$ cat config.mk
export PLATFORM = sky130hd
export DESIGN_NAME = i2s_tx_master
export DESIGN_NICKNAME = d
export VERILOG_FILES = /design/src/rtl/i2s_pkg.sv /design/src/rtl/i2s_bclk_gen.sv /design/src/rtl/i2s_tx_master.sv
export SDC_FILE = /design/constraint.sdc
export NUM_CORES = 1
export LEC_CHECK = 0
export CAP_MARGIN = 0
export CORE_UTILIZATION = 30
export CTS_CLUSTER_DIAMETER = 50
export DETAILED_ROUTE_END_ITERATION = 8
export HOLD_SLACK_MARGIN = 0.08
export MAX_ROUTING_LAYER = met4
export SETUP_SLACK_MARGIN = 0.15
export SYNTH_ARGS = -nofsm -noshare
export SYNTH_HDL_FRONTEND = slang
export SYNTH_HIERARCHICAL = 1
export SYNTH_SLANG_ARGS = --single-unit
$ cat constraint.sdc
create_clock -name clk -period 2.2 [get_ports clk]
set_input_delay 0.44 -clock clk [delete_from_list [all_inputs] [get_ports clk]]
set_output_delay 0.44 -clock clk [all_outputs]
set_load 0.02 [all_outputs]
$ cat src/rtl/i2s_pkg.sv
// Shared I2S definitions used by the Tx master and the matching Rx side.
// Contents: default sample/slot widths and the run-control state enum.
package i2s_pkg;

    localparam int DEF_DATA_W = 16;
    localparam int DEF_SLOT_W = 16;

    typedef enum logic [1:0] {
        IDLE = 2'd0,
        RUN  = 2'd1,
        STOP = 2'd2
    } i2s_state_e;

endpackage

$ cat src/rtl/i2s_bclk_gen.sv
// Bit-clock generator: divides clk by 2*BCLK_HALF while run is high.
// Ports:
//   clk, rst_n  system clock, async active-low reset
//   run         divider enable; low forces divider = 0 and bclk = 0
//   bclk        bit clock output (registered)
//   bclk_fall   combinational strobe, high in the clk cycle whose edge drives bclk 1->0
module i2s_bclk_gen #(
    parameter int BCLK_HALF = 16
) (
    input  logic clk,
    input  logic rst_n,
    input  logic run,
    output logic bclk,
    output logic bclk_fall
);

    localparam logic [7:0] DIV_LAST = 8'(BCLK_HALF - 1);

    logic [7:0] div;
    logic       tc;

    assign tc        = run && (div == DIV_LAST);
    assign bclk_fall = tc && bclk;

    always_ff @(posedge clk or negedge rst_n) begin
        if (!rst_n) begin
            div  <= '0;
            bclk <= 1'b0;
        end else if (!run) begin
            div  <= '0;
            bclk <= 1'b0;
        end else if (tc) begin
            div  <= '0;
            bclk <= ~bclk;
        end else begin
            div  <= div + 8'd1;
        end
    end

endmodule

$ cat src/rtl/i2s_tx_master.sv
// I2S transmit master: one-entry sample-pair buffer feeding a frame shift
// register, with bclk/lrck generation and underrun reporting.
// Ports:
//   clk, rst_n          system clock, async active-low reset
//   en                  run enable (stops only at a frame boundary)
//   in_valid/in_ready   sample-pair handshake; in_ready = buffer empty
//   l_data, r_data      left/right samples, two's complement
//   bclk, lrck, sdata   I2S bus (lrck 0 = left)
//   underrun            one-clk pulse when a frame loads from an empty buffer
//   underrun_cnt        saturating underrun count
// Optional feature: define I2S_TX_UNDERRUN_CNT_EN to build the underrun
// counter; otherwise underrun_cnt is tied to 0.
module i2s_tx_master
    import i2s_pkg::*;
#(
    parameter int BCLK_HALF = 16,
    parameter int DATA_W    = DEF_DATA_W,
    parameter int SLOT_W    = DEF_SLOT_W
) (
    input  logic              clk,
    input  logic              rst_n,
    input  logic              en,
    input  logic              in_valid,
    output logic              in_ready,
    input  logic [DATA_W-1:0] l_data,
    input  logic [DATA_W-1:0] r_data,
    output logic              bclk,
    output logic              lrck,
    output logic              sdata,
    output logic              underrun,
    output logic [15:0]       underrun_cnt
);

    localparam int FRAME_W = 2 * SLOT_W;
    localparam int BC_W    = $clog2(FRAME_W);
    localparam logic [BC_W-1:0] BC_LAST = BC_W'(FRAME_W - 1);
    localparam logic [BC_W-1:0] BC_SLOT = BC_W'(SLOT_W);

    i2s_state_e         state, next_state;
    logic               run, bclk_fall, wrap, go_idle, frame_load, accept;
    logic [BC_W-1:0]    bitcnt, bitcnt_nxt;
    logic               full;
    logic [DATA_W-1:0]  l_buf, r_buf;
    logic [FRAME_W-1:0] shreg, frame_vec;

    assign run = (state != IDLE);

    i2s_bclk_gen #(.BCLK_HALF(BCLK_HALF)) u_bclk (
        .clk       (clk),
        .rst_n     (rst_n),
        .run       (run),
        .bclk      (bclk),
        .bclk_fall (bclk_fall)
    );

    always_ff @(posedge clk or negedge rst_n) begin
        if (!rst_n) state <= IDLE;
        else        state <= next_state;
    end

    always_comb begin
        next_state = state;
        case (state)
            IDLE:    if (en) next_state = RUN;
            RUN:     if (!en) next_state = STOP;
            STOP:    if (en) next_state = RUN;
                     else if (wrap) next_state = IDLE;
            default: next_state = IDLE;
        endcase
    end

    // A boundary reached while stopping returns to IDLE instead of loading.
    assign wrap       = bclk_fall && (bitcnt == BC_LAST);
    assign go_idle    = (state == STOP) && !en && wrap;
    assign frame_load = wrap && !go_idle;
    assign accept     = in_valid && !full;
    assign in_ready   = ~full;
    assign bitcnt_nxt = (bitcnt == BC_LAST) ? '0 : bitcnt + 1'b1;

    // Slot layout: MSB-aligned sample, zero padded to SLOT_W.
    always_comb begin
        frame_vec = '0;
        if (full) begin
            frame_vec[FRAME_W-1 -: DATA_W] = l_buf;
            frame_vec[SLOT_W-1 -: DATA_W]  = r_buf;
        end
    end

    always_ff @(posedge clk or negedge rst_n) begin
        if (!rst_n) begin
            bitcnt   <= BC_LAST;
            lrck     <= 1'b1;
            sdata    <= 1'b0;
            shreg    <= '0;
            full     <= 1'b0;
            l_buf    <= '0;
            r_buf    <= '0;
            underrun <= 1'b0;
        end else begin
            underrun <= frame_load && !full;
            // An accept coinciding with an empty-buffer load stays buffered.
            if (accept) begin
                l_buf <= l_data;
                r_buf <= r_data;
                full  <= 1'b1;
            end else if (frame_load) begin
                full  <= 1'b0;
            end
            if (go_idle) begin
                bitcnt <= BC_LAST;
                lrck   <= 1'b1;
                sdata  <= 1'b0;
                shreg  <= '0;
            end else if (bclk_fall) begin
                bitcnt <= bitcnt_nxt;
                lrck   <= (bitcnt_nxt >= BC_SLOT);
                // The MSB shifted out at the load is the previous frame's last
                // bit, which gives the one-bclk I2S delay and the carry bit.
                sdata  <= shreg[FRAME_W-1];
                shreg  <= frame_load ? frame_vec : (shreg << 1);
            end
        end
    end

`ifdef I2S_TX_UNDERRUN_CNT_EN
    always_ff @(posedge clk or negedge rst_n) begin
        if (!rst_n)
            underrun_cnt <= '0;
        else if (frame_load && !full && underrun_cnt != 16'hFFFF)
            underrun_cnt <= underrun_cnt + 16'd1;
    end
`else
    assign underrun_cnt = '0;
`endif

endmodule

==> summary.md, run 1 <==
| Metric | Value |
|---|---|
| Status | finished, violations left |
| Failing checks | DRC |
| Maximum clock frequency | approximately 490 MHz |
| Largest net degree at the start of global routing | 41 |
| Synth Flop Type | dfrtp_1 |
| Crit path cell chain | or4_4 -> nor3_4 -> buf_6 -> inv_4 -> clkbuf_16 -> a221o_1 |
| Routed vias | ~2.5k |
| Top cells by area, synth | dfrtp_1 54%, mux2_2 9.3%, a221o_1 8.3%, and3_1 5.2%, dfstp_2 3.6% |
| Core box area | 11600 µm² |
| RSZ-0062 raised after global routing | true |
| Remaining global-route overflow | 0 |
| HPWL Detailed | 4570 µm |
| Final core utilization | 0.399 |
| Fraction of the yosys area taken by sequential cells | 0.574 |
| Post-synthesis cell type count | 42 |
| Area leader, netlist | dfrtp_1 |
| Crit path buffers/inverters | 3 |
| Fin. max-slew vios | 0 |
| WL/cell | between 15 and 20 µm |
| Worst VDD drop | about 470 µV |
| Total track usage | 0.121 |
| R2r setup slk | roughly 160 ps |
| Fin. Hold Viols | 0 |
| Clock Latency Late Sink | 330 ps |
| Setup TNS | 0 ps |
| Leak | about 2.2 nW |
| Worst path max stage delay | between 500 and 600 ps |
| Clock skew | 9.98 ps |
| Die area | 12600 µm² |
| Vias in the first global route | 2371 |
| Worst slew margin | 0.640 |
| Ant. Diodes | 0 |
| Post-synth EDFFs | 0 |
| Mapped Area | ~3600 µm² |
| Via/cell ratio | 5.09 |
| Slowest CP cell | or4_4 |
| First-pass GRT wire length | 11600 µm |
| CTS root buffer | clkbuf_16 |
| Startpoint type of the worst setup path | flip-flop |
| # clock sinks | 83 |
| Inst Count DP | between 400 and 500 |
| Chip Width | between 100 and 150 µm |
| Count of nets after finishing | 378 |
| Initial antenna violation count | 0 |
| Final period util | 0.928 |
| Syn Inst Count | roughly 290 |
| Setup Slack @ Placement | 76.9 ps |
| Avg Cell Area, Syn | 12.6 µm² |
| CTS H-Tree Depth | 3 |
| Crit path arrival time | roughly 2300 ps |
| DRT antenna net count | 0 |
| Final worst setup slack | 157 ps |
| Routed WL | ~7600 µm |
| Clock transition at path regs | roughly 60 ps |
| Worst-Margin Slew | ~530 ps |
| Synthesized flop and latch total | a little over 80 |
| Async S/R FF share, synth | 1.00 |
| Crit. End Element | flip-flop |
| Drt first pass iters | 9 |
| Finished Layout Cells | 487 |
| Final setup viols | 0 |
| Initial Util | 0.313 |
| Starting DRT DRC Count | 133 |
| CTS tree | done |
| I/O pins | 57 |
| Family with the most delay on the worst path | simple AND/OR/NAND/NOR gates |
| Area share of the largest cell type after synthesis | 0.537 |
| Site row count | 39 |
| Hold_buf cts | 0 |
| CTS max path bufs | 2 |
| Fin crit period | between 2000 and 2500 ps |
| IO Port Bufs | 40 |
| Routability congestion estimate | approximately 0.74 |
| Num CTS Buffers | 9 |
| Hold Path Class | primary input to asynchronous set/reset pin |
| CP required | between 2000 and 2500 ps |
| PwrDens | 721 nW/µm² |
| Remaining DRCs | 2 |
| Syn. warnings | 6 |
| CP Max Fanout | 8 |
| Max-cap violations | 0 |
| Critical path class | flip-flop to flip-flop |
| Die Ht | around 110 µm |
| Area growth syn-to-layout | 27.5% |
| Layout cells sized above 1 | 0.235 |
-- registers in the layout, indices dropped and copies added (netlist names) --
register and flops:
u_bclk/bclk 1, bitcnt 4, r_buf 16, underrun 1, l_buf 16, full 1
shreg 32, u_bclk/div 8, state 2, lrck 1, sdata 1
-- path summary, 6_finish.rpt --
path / start / end / cells after the start
hold reg to reg: u_bclk/div[0] / u_bclk/div[0] / 1
hold / removal: rst_n / l_buf[3] / 1
min in group clk: u_bclk/div[0] / u_bclk/div[0] / 1
max in group asynchronous: rst_n / l_buf[11] / 2
setup reg to reg: u_bclk/div[6] / shreg[3] / 6
setup / recovery: u_bclk/div[6] / shreg[3] / 6
-- cell type report --
cell class | count | area, µm²
fill | 1096 | 6980
sequential | 83 | 2080
multi-input combinational | 181 | 1390
timing repair buffer | 59 | 669
clock buffer | 11 | 253
tap | 143 | 179
clock inverter | 5 | 37.5
inverter | 5 | 21.3
-- layout by cell type (no fill, tap or decap), types with 2 or more instances in the layout --
cell	n
clkbuf_16	12
nand2b_1	2
xor2_1	2
inv_1	4
conb_1	16
nor3_4	2
a21oi_1	9
o21ai_0	6
dfstp_2	5
and3_1	30
dfrtp_1	78
nand2_1	7
clkinv_4	2
buf_12	5
nor2_1	9
mux2_2	30
or3_1	4
o22ai_1	3
nor3_1	2
clkdlybuf4s50_1	38
clkinvlp_4	2
mux2_1	2
clkbuf_8	2
ha_1	3
a21boi_0	2
a221o_1	30
and2_1	2
buf_4	9
buf_6	3
nand3_1	4
-- layer usage --
| layer | up-vias | GRT usage | wire, µm |
|---|---|---|---|
| met3 | 9 | 0.0292 | 312 |
| met4 | 0 | 0.0480 | 103 |
| met2 | 73 | 0.183 | 3630 |
| met5 | - | - | 0 |
| met1 | 1259 | 0.156 | 3530 |
| li1 | 1136 | - | - |
-- Yosys cell counts (2+ instances only) --
master and instances:
a21boi_0 2, a21oi_1 9, a221o_1 30, and2_1 2, and3_1 30, buf_2 5
buf_4 16, buf_6 3, clkbuf_1 10, dfrtp_1 78, dfstp_2 5, ha_1 3
inv_1 4, mux2_1 2, mux2_2 30, nand2_1 8, nand2b_1 2, nand3_1 4
nor2_1 9, nor3_1 3, o21ai_0 6, o22ai_1 3, or3_1 4, xor2_1 2
-- power by group --
group	switching, mW	total (mW)	leakage (nW)	internal, mW
registers	0.0631	1.68	1.06	1.62
clock network	0.596	1.42	0.138	0.827
logic	0.0987	0.232	0.969	0.134
total	0.758	3.34	2.17	2.58
-- cell families after synthesis --
kind of cell,Yosys count,share of synthesized area
xor+xnor,2,0.00482
mux,32,0.0992
simple gates,71,0.118
compound gates,57,0.128
buf+inv,39,0.0648
other cells,1,0.00103
flops,83,0.574
fa+ha+maj,3,0.0103
-- what timing repair did --
item / in CTS / in global routing
setup buffers: 0 / 2
gates resized for setup: 2 / 5
cloned: 0 / 5
pin swaps: 1 / 0
endpoints found under the setup margin: 35 / 34
-- metrics by stage --
stage	hold WS (ps)	cell area, µm²	power, mW
2_1_floorplan	144	3700	1.83
3_3_place_gp	449	4200	1.94
3_5_place_dp	449	4200	1.95
4_1_cts	89.9	4500	3.39
5_1_grt	113	4630	3.48
6_report	75.0	4630	3.34
No activity file was read; power rests on OpenSTA's default activity.
==> inputs of run 2 (changes only) <==
--- a/config.mk
+++ b/config.mk
@@ -5,10 +5,11 @@
 export SDC_FILE = /design/constraint.sdc
 export NUM_CORES = 1
 export LEC_CHECK = 0
-export CAP_MARGIN = 0
+export CAP_MARGIN = 15
 export CORE_UTILIZATION = 30
 export CTS_CLUSTER_DIAMETER = 50
 export DETAILED_ROUTE_END_ITERATION = 8
+export GPL_TIMING_DRIVEN = 0
 export HOLD_SLACK_MARGIN = 0.08
 export MAX_ROUTING_LAYER = met4
 export SETUP_SLACK_MARGIN = 0.15
==> summary.md, run 2 (synthesis results as in run 1) <==
| Metric | Value |
|---|---|
| Initial antenna violation count | 0 (unchanged) |
| CP required | 2420 ps (was 2410 ps) |
| Top Registers | shreg (32), l_buf (16), r_buf (16) (unchanged) |
| CTS max path bufs | 2 (unchanged) |
| Fillers | 1100 (was 1096) |
| Final core utilization | 0.416 (was 0.399) |
| Leak | 2.28 nW (was 2.17 nW) |
| Fin. Hold Viols | 0 (unchanged) |
| CP Max Fanout | 10 (was 8) |
| R2R cell count | 6 (unchanged) |
| Reg-to-Reg Start | u_bclk/div[7] (was u_bclk/div[6]) |
| WL/cell | 14.4 µm (was 15.6 µm) |
| Worst VDD drop | 335 µV (was 474 µV) |
| Layout cells sized above 1 | 0.283 (was 0.235) |
| Clock transition at path regs | 60 ps (about the same) |
| Initial Util | 0.313 (unchanged) |
| HP Start | u_bclk/div[0] |
| Fin crit period | 2000 ps (was 2040 ps) |
| Critical path class | flip-flop to flip-flop (unchanged) |
| Count of nets after finishing | 405 (was 378) |
| CTS tree | done (unchanged) |
| P_int | 2.69 mW (was 2.58 mW) |
| Remaining DRCs | 3 (was 2) |
| Worst path max stage delay | 580 ps (about the same) |
| Finished Layout Cells | 514 (was 487) |
| DRT antenna net count | 0 (unchanged) |
| Status | finished, violations left (unchanged) |
| Setup TNS | 0 ps (unchanged) |
| Vias in the first global route | 2449 (was 2371) |
| CTS H-Tree Depth | 3 (unchanged) |
| Clock skew | 7.52 ps (was 9.98 ps) |
| Starting DRT DRC Count | 140 (was 133) |
| Sequential share of power | 0.488 (was 0.504) |
| RSZ-0062 raised after global routing | true (unchanged) |
| Clock network power share | 0.438 (was 0.426) |
| Largest net degree at the start of global routing | 72 (was 41) |
| Routed vias | 2518 (was 2477) |
| Die Ht | 112 µm (unchanged) |
| First-pass GRT wire length | 12200 µm (was 11600 µm) |
| Hold Path Class | flip-flop to flip-flop (was primary input to asynchronous set/reset pin) |
| P_sw | 0.749 mW (was 0.758 mW) |
| Commonest non-fill, non-tap cell in the layout | dfrtp_1 (unchanged) |
| Final setup viols | 0 (unchanged) |
| Drt first pass iters | 6 (was 9) |
| Inst Count DP | 487 (was 464) |
| Switching Share | 0.218 (was 0.227) |
| CTS root buffer | clkbuf_16 (unchanged) |
| Clock Latency Late Sink | 340 ps (was 330 ps) |
| Worst slew margin | 0.594 (was 0.640) |
| Ant. Diodes | 0 (unchanged) |
| Crit path arrival time | 2210 ps (was 2250 ps) |
| I/O pins | 57 (unchanged) |
| Routability congestion estimate | 0.700 (was 0.740) |
| Worst-Margin Slew | 603 ps (was 534 ps) |
| Finished Cell Area | 4830 µm² (was 4630 µm²) |
| Total track usage | 0.129 (was 0.121) |
| Chip Width | 112 µm (unchanged) |
| Critical path startpoint | u_bclk/div[7] (was u_bclk/div[6]) |
| # clock sinks | 83 (unchanged) |
| Remaining global-route overflow | 0 (unchanged) |
| Max-cap violations | 0 (unchanged) |
| Crit. End Element | flip-flop (unchanged) |
| Failing checks | DRC (unchanged) |
| Num CTS Buffers | 9 (unchanged) |
| Maximum clock frequency | 501 MHz (was 490 MHz) |
| Slowest CP cell | or4_4 (unchanged) |
| HPWL Detailed | 4880 µm (was 4570 µm) |
| Top reg by flops | shreg (unchanged) |
| IO Port Bufs | 40 (unchanged) |
| Via/cell ratio | 4.90 (was 5.09) |
| Routed WL | 7390 µm (was 7570 µm) |
| Crit path cell chain | or4_4 -> nor3_4 -> buf_6 -> inv_8 -> buf_8 -> a221o_1 (was or4_4 -> nor3_4 -> buf_6 -> inv_4 -> clkbuf_16 -> a221o_1) |
| Fin. max-slew vios | 0 (unchanged) |
| Core box area | 11600 µm² (unchanged) |
| Startpoint type of the worst setup path | flip-flop (unchanged) |
| Final period util | 0.907 (was 0.928) |
| Max FFs per register | 32 (unchanged) |
| Final worst setup slack | 204 ps (was 157 ps) |
| Setup Slack @ Placement | -219 ps (was 76.9 ps) |
| Area growth syn-to-layout | 33.0% (was 27.5%) |
| Die area | 12600 µm² (unchanged) |
| Site row count | 39 (unchanged) |
| Commonest cells after routing, fill and taps aside | 78 x dfrtp_1, 39 x clkdlybuf4s50_1, 30 x and3_1, 30 x a221o_1, 30 x mux2_2 (was 78 x dfrtp_1, 38 x clkdlybuf4s50_1, 30 x and3_1, 30 x a221o_1, 30 x mux2_2) |
| PwrDens | 711 nW/µm² (was 721 nW/µm²) |
| Combinational group share of total power | 0.074 (was 0.070) |
| Post-Place Cell Area | 4310 µm² (was 4200 µm²) |
| WHS Path Cells | 1 |
[run 2: power by group through the flow]
stage                     registers [mW]  logic, mW  clock network (mW)
after floorplan                     1.69      0.144                   0
after global placement              1.71      0.246                   0
after detailed placement            1.71      0.256                   0
after CTS                           1.68      0.258                1.53
after global routing                1.69      0.284                1.61
final                               1.68      0.254                1.50
[run 2: per-layer routing]
metal	wire, µm	share of wire	track usage	vias to the layer above
li1	-	-	-	1201
met1	3560	0.48	0.165	1254
met2	3440	0.47	0.196	58
met3	315	0.043	0.0346	5
met4	75	0.010	0.0480	0
met5	0	0	-	-
[run 2: critical path, delay by kind of cell (launching register included)]
kind / cells / cell delay [ps]
buffers and inverters: 3 / 340
AO/OA/AOI/OAI: 1 / 320
flip-flops: 1 / 390
AND/OR/NAND/NOR: 2 / 830
[run 2: through the flow]
stage | power (mW) | hold WS, ps
5_1_grt | 3.58 | 482
3_3_place_gp | 1.95 | 446
4_1_cts | 3.47 | 472
2_1_floorplan | 1.83 | 144
3_5_place_dp | 1.97 | 300
6_report | 3.44 | 466
[run 2: final cells by class]
class                   count  area, µm²  share of cell area
inverters                   5       26.3             0.00544
flip-flops and latches     83       2080               0.431
clock inverters             3       47.5             0.00984
multi-input cells         181       1400               0.290
plain buffers              34        313              0.0647
well taps                 143        179              0.0370
clock buffers              13        250              0.0518
repair buffers             52        531               0.110
[run 2: worst paths after layout]
path / to / slack [ps]
max: shreg[6] / 200
min: u_bclk/div[0] / 470
max reg2reg: shreg[6] / 200
min reg2reg: u_bclk/div[0] / 470
max in group asynchronous: lrck / 1110
min in group asynchronous: l_buf[3] / 480
[run 2: timing repair]
action                                 CTS  global route
cloned                                   1             0
resized for setup                       27            24
endpoints found under the hold margin   12             0
pin swaps                                2             4
setup endpoints to repair               39            39
buffers inserted                         5             4
hold buffers                             1             0
==> patch 1: new RTL, settings of run 2 <==
Encoding of `i2s_state_e`: now one-hot (3 bits for 3 states).
--- a/src/rtl/i2s_pkg.sv
+++ b/src/rtl/i2s_pkg.sv
@@ -5,10 +5,10 @@
     localparam int DEF_DATA_W = 16;
     localparam int DEF_SLOT_W = 16;
 
-    typedef enum logic [1:0] {
-        IDLE = 2'd0,
-        RUN  = 2'd1,
-        STOP = 2'd2
+    typedef enum logic [2:0] {
+        IDLE = 3'b001,
+        RUN  = 3'b010,
+        STOP = 3'b100
     } i2s_state_e;
 
 endpackage
Function: same outputs for any inputs over 10 cycles, from zero or initial values and one cycle with rst_n low; not proved beyond that.
==> patch 1 against run 2 <==
Sequential cell count grew 1; wire length increased by 5.2%; setup slack got worse by 0.055 ns; clock skew hardly changed; synthesized area rose by 2.5%; cell count rose by 7.4%; final area rose by 2.2%; power up 11%; critical endpoint is now shreg[29].
==> patch 1: results (changes against run 2) <==
Global routing
  • Vias in the first global route: 2,621 (was 2,449)
  • GRT Total Usage: 13.5% (was 12.9%)
  • First-pass GRT wire length: 13,200 um (was 12,200 um)
  • Initial antenna violation count: 0 (unchanged)
  • Pin count of the biggest net entering global routing: 67 (was 72)

Route
  • Routed wire length: 7770 um (was 7390 um)
  • Drt pass-1 iters: 4 (was 6)
  • 1st-iter DRT viols: 172 (was 140)
  • Vias per inst: 4.67 (was 4.90)

Place
  • Port bufs: 40 (unchanged)
  • DP Area: 0.00443 sq mm (was 0.00431 sq mm)
  • Detailed Place HPWL: 4990 um (was 4880 um)
  • GPL Wtd Cong: 0.736 (was 0.700)
  • Placed Cells: 522 (was 487)

Yosys
  • Syn. warnings: 6 (unchanged)
  • Synth Instances: 298 (was 288)
  • Top cells by area, synth: dfrtp_1 52%, mux2_2 9.1%, a221o_1 8.1%, and3_1 5.2%, dfstp_2 4.2% (was dfrtp_1 54%, mux2_2 9.3%, a221o_1 8.3%, and3_1 5.2%, dfstp_2 3.6%)
  • Netlist cell types: 44 (was 42)
  • Sequential fraction of the synthesis area: 56.7% (was 57.4%)
  • EDFF count, synth: 0 (unchanged)
  • Synth top cells by count: 78 x dfrtp_1, 31 x and3_1, 30 x a221o_1, 30 x mux2_2, 16 x buf_4 (was 78 x dfrtp_1, 30 x a221o_1, 30 x and3_1, 30 x mux2_2, 16 x buf_4)

Pwr
  • Max VDD drop: 0.489 mV (was 0.335 mV)
  • Pleak: 2.33 nW (was 2.28 nW)

Critical path
  • Crit path arrival time: 2.33 ns (was 2.21 ns)
  • R2r worst-path depth: 7 (was 6)
  • Reg2Reg Setup Slack: 0.15 ns (was 0.20 ns)
  • R2R Path Start: u_bclk/div[6] (was u_bclk/div[7])
  • Crit path max fanout: 10 (unchanged)
  • Slowest stage delay, CP: approximately 0.57 ns
  • Worst r2r dst: shreg[29] (was shreg[6])

CTS
  • CTS H-tree depth: 3 (unchanged)
  • Worst skew pair latency: 0.34 ns (about the same)
  • Max clock buf depth: 2 (unchanged)

Hold path
  • Worst Hold Path EP: u_bclk/div[0] (unchanged)
  • Min-Delay Path Class: reg2reg (unchanged)

Layout
  • Nets: 418 (was 405)
  • Layout cells sized above 1: 29.2% (was 28.3%)
  • Final Non-Filler Cells: 552 (was 514)
  • Diodes inserted: 0 (unchanged)

Timing
  • Final hold vios: 0 (unchanged)
  • Post-route clock skew: 0.00797 ns (was 0.00752 ns)
  • Worst-margin pin slew: 0.554 ns (was 0.603 ns)

Run status
  • Status: finished, final reports clean (was complete, but fails checks)
## patch 1: metal layers
metal / up-vias / part of all wire, % / track usage, %
met1: 1277 / 50 / 18.3
li1: 1234 / - / -
met2: 61 / 45 / 20.0
met5: - / 0 / -
met3: 7 / 4.0 / 3.72
met4: 0 / 1.1 / 3.68
## patch 1: cell type report
cell class	instances	area [sq um]
plain buffers	35	282
clock buffers	10	229
clock inverters	6	87.6
fillers	1158	7120
inverters	4	15.0
multi-input cells	189	1450
flip-flops and latches	84	2110
well taps	168	210
repair buffers	56	556
## patch 1: how the worst max path moves through the flow
stage | from | endpoint | slack [ns] | depth (start not counted)
after global placement | rst_n | l_buf[9] | -2.33 | 1
after CTS | u_bclk/div[6] | shreg[27] | 0.15 | 5
final | u_bclk/div[6] | shreg[29] | 0.15 | 7
after global routing | u_bclk/div[6] | shreg[28] | 0.05 | 7
after floorplan | u_bclk/div[4] | shreg[7] | 0.19 | 5
after detailed placement | u_bclk/div[4] | shreg[26] | -0.16 | 6
## patch 1: cell families after synthesis
kind of cell	count (synthesis)	share of synthesized area, %
fa+ha+maj	3	1.01
simple gates	72	11.6
compound gates	62	13.4
buf+inv	40	6.62
xor+xnor	4	0.941
flops	84	56.7
mux	32	9.68
other cells	1	0.101
## patch 1: worst reg2reg max path: stages (launching register included)
cell	delay (ns)
dfrtp_1	0.40
or4_4	0.57
nor3_4	0.31
nand2_2	0.12
nor3_4	0.15
buf_6	0.16
buf_8	0.14
a221o_1	0.15
## patch 1: metrics by stage
| step | hold slack [ns] | setup WS, ns |
|---|---|---|
| 6_report | 0.470 | 0.149 |
| 3_5_place_dp | 0.341 | -0.160 |
| 3_3_place_gp | 0.445 | -2.33 |
| 2_1_floorplan | 0.144 | 0.195 |
| 5_1_grt | 0.500 | 0.0509 |
| 4_1_cts | 0.480 | 0.149 |
## patch 1: power breakdown
group | switching, W | total (W) | internal [W] | leakage [nW]
Clock | 0.000617 | 0.00161 | 0.000997 | 0.157
Combinational | 0.000195 | 0.000423 | 0.000228 | 1.11
Sequential | 0.0000878 | 0.00176 | 0.00167 | 1.07
Total | 0.000900 | 0.00380 | 0.00290 | 2.33
## patch 1: repair_timing
action,4_1_cts,5_1_grt
setup endpoints to repair,40,37
hold endpoints to repair,17,0
buffers inserted,9,2
hold buffers,1,0
gates resized for setup,15,29
cloned,2,1
pin swaps,3,13
==> patch 2: new RTL, settings of run 2 <==
Without the edit above. Change the package constant `DEF_DATA_W` from 16 to 14.
--- a/src/rtl/i2s_pkg.sv
+++ b/src/rtl/i2s_pkg.sv
@@ -2,7 +2,7 @@
 // Contents: default sample/slot widths and the run-control state enum.
 package i2s_pkg;
 
-    localparam int DEF_DATA_W = 16;
+    localparam int DEF_DATA_W = 14;
     localparam int DEF_SLOT_W = 16;
 
     typedef enum logic [1:0] {
Ports: changed (resized l_data and r_data); port bits go from 57 to 53. No check against the original RTL was run, so the function may have changed too.
==> patch 2 against run 2 <==
Non-clock buffer count unchanged; die area fell by 6.3%; power decreased by 7.9%; wire length shrank 3.4%; sequential share of layout area fell by 1.0 points; synthesized area fell by 6.4%; sequential cell count decreased by 6; count of clock-buffer cells in the layout down 3; final area down 4.9%; setup slack got worse by 0.076 ns; critical path type unchanged; largest power group unchanged.
==> patch 2: results (changes against run 2) <==
Run status
  • Status: finished, final reports clean (was complete, but fails checks)

Critical path
  • Critical-path top delay cell: or4_4 (unchanged)
  • Reg2Reg Setup Slack: 0.13 ns (was 0.20 ns)
  • Crit path arrival time: 2.33 ns (was 2.21 ns)
  • Slowest stage delay, CP: 0.57 ns
  • Crit path max fanout: 4 (was 10)
  • Critical path's top delay family: simple AND/OR/NAND/NOR gates (unchanged)

Yosys
  • Asr flop ratio synth: 100% (unchanged)
  • Syn. warnings: 6 (unchanged)
  • Sequential fraction of the synthesis area: 56.8% (was 57.4%)
  • Netlist cell types: 44 (was 42)
  • Synth top cells by count: 72 x dfrtp_1, 37 x nand2_1, 28 x mux2_2, 25 x nor2_1, 22 x a221o_1 (was 78 x dfrtp_1, 30 x a221o_1, 30 x and3_1, 30 x mux2_2, 16 x buf_4)
  • Top cells by area, synth: dfrtp_1 53%, mux2_2 9.3%, a221o_1 6.5%, nand2_1 4.1%, dfstp_2 3.9% (was dfrtp_1 54%, mux2_2 9.3%, a221o_1 8.3%, and3_1 5.2%, dfstp_2 3.6%)

Layout
  • Nets: 407 (was 405)
  • Biggest regs: shreg (30), l_buf (14), r_buf (14) (was shreg (32), l_buf (16), r_buf (16))
  • FILL cells: 1,069 (was 1,100)
  • Layout cells sized above 1: 29.2% (was 28.3%)
  • Diodes inserted: 0 (unchanged)

CTS
  • Clk slew on worst S/H paths: 0.06 ns (about the same)
  • CTS root buf: clkbuf_16 (unchanged)
  • Worst skew pair latency: around 0.33 ns
  • CTS H-tree depth: 3 (unchanged)
  • Clock buffer count from CTS: 9 (unchanged)
  • Max clock buf depth: 2 (unchanged)

Pwr
  • Pleak: 2.01 nW (was 2.28 nW)
  • Max VDD drop: 0.354 mV (was 0.335 mV)

Route
  • 1st-iter DRT viols: 146 (was 140)
  • DR vias: 2,416 (was 2,518)
  • Metal1 wirelength: 3540 um (was 3560 um)
  • WL met2: 3220 um (was 3440 um)
  • Max Used Layer: met4 (unchanged)
  • Drt pass-1 iters: 4 (was 6)
  • WL per Instance: 13.8 um (was 14.4 um)
  • WL met3: 287 um (was 315 um)

Global routing
  • GRT Total Usage: 13.4% (was 12.9%)
  • Initial antenna violation count: 0 (unchanged)
  • Pin count of the biggest net entering global routing: 56 (was 72)
  • First-pass GRT wire length: 11,700 um (was 12,200 um)

Place
  • GPL Wtd Cong: 0.768 (was 0.700)
  • Port bufs: 36 (was 40)
  • Detailed Place HPWL: 4530 um (was 4880 um)
  • DP Area: 0.00403 sq mm (was 0.00431 sq mm)

Timing
  • Post-route clock skew: 0.00510 ns (was 0.00752 ns)
  • Final setup vio count: 0 (unchanged)
  • Worst slew margin: 64.0% (was 59.4%)

Hold path
  • Min-Delay Path Class: reg2reg (unchanged)
-- patch 2: cell count changes in the layout (fill, tap and decap cells not counted), moves of 4 or more --
| cell | run 2 | this run |
|---|---|---|
| and3_1 | 30 | 1 |
| nand2_1 | 7 | 36 |
| nor2_1 | 9 | 24 |
| a221o_1 | 30 | 22 |
| dfrtp_1 | 78 | 72 |
| o2bb2ai_1 | 1 | 6 |
| a21o_1 | 1 | 5 |
| clkbuf_1 | 4 | 0 |
| clkdlybuf4s50_1 | 39 | 35 |
-- patch 2: final cells by class --
class	instances	area, sq um	area share (%)
timing repair buffer	52	563	12.3
inverter	3	16.3	0.354
buffer	34	292	6.35
multi-input combinational	195	1340	29.1
sequential	77	1930	42.1
tap	140	175	3.81
clock inverter	6	38.8	0.844
clock buffer	10	239	5.20
-- patch 2: worst register-to-register path: cells and delay by family, from the launching register on --
family / cells / cell delay, ns
buf+inv: 2 / 0.30
simple gates: 4 / 1.20
compound gates: 1 / 0.13
flops: 1 / 0.38
-- patch 2: metal layers --
layer / vias to the layer above / track usage (%)
li1: 1169 / -
met1: 1185 / 17.8
met2: 53 / 19.8
met3: 9 / 2.89
met4: 0 / 5.50
met5: - / -
-- patch 2: stage by stage --
step                      power [W]  hold slack (ns)  cells  worst slack, ns
final                       0.00317            0.458    517            0.128
after floorplan             0.00169            0.144    309            0.158
after global placement      0.00180            0.447    485            -2.04
after global routing        0.00328            0.479    517           0.0474
after CTS                   0.00319            0.459    508            0.142
after detailed placement    0.00182            0.365    486           -0.121
-- patch 2: logic make-up after synthesis --
logic type	count (synthesis)	synth area share (%)
simple gates	91	12.5
flops	77	56.8
compound gates	53	12.6
buf+inv	37	6.48
mux	30	9.86
fa+ha+maj	3	1.10
xor+xnor	2	0.515
other cells	1	0.110
-- patch 2: where the power goes --
part           total [W]  internal, W  switching, W
Clock            0.00138     0.000790      0.000590
Sequential       0.00155      0.00150     0.0000527
Combinational   0.000233     0.000138     0.0000949
-- patch 2: final timing paths --
kind | start | endpoint | depth (start not counted)
max in group asynchronous | rst_n | lrck | 3
min in group asynchronous | rst_n | l_buf[9] | 2
min | u_bclk/div[0] | u_bclk/div[0] | 1
max | u_bclk/div[4] | shreg[28] | 7
min reg2reg | u_bclk/div[0] | u_bclk/div[0] | 1
max reg2reg | u_bclk/div[4] | shreg[28] | 7
-- patch 2: what timing repair did --
action,4_1_cts,5_1_grt
hold buffers,1,0
endpoints found under the setup margin,37,33
gates cloned,0,2
gates resized for setup,18,34
buffers inserted,5,7
hold endpoints to repair,22,0
pin swaps,5,21
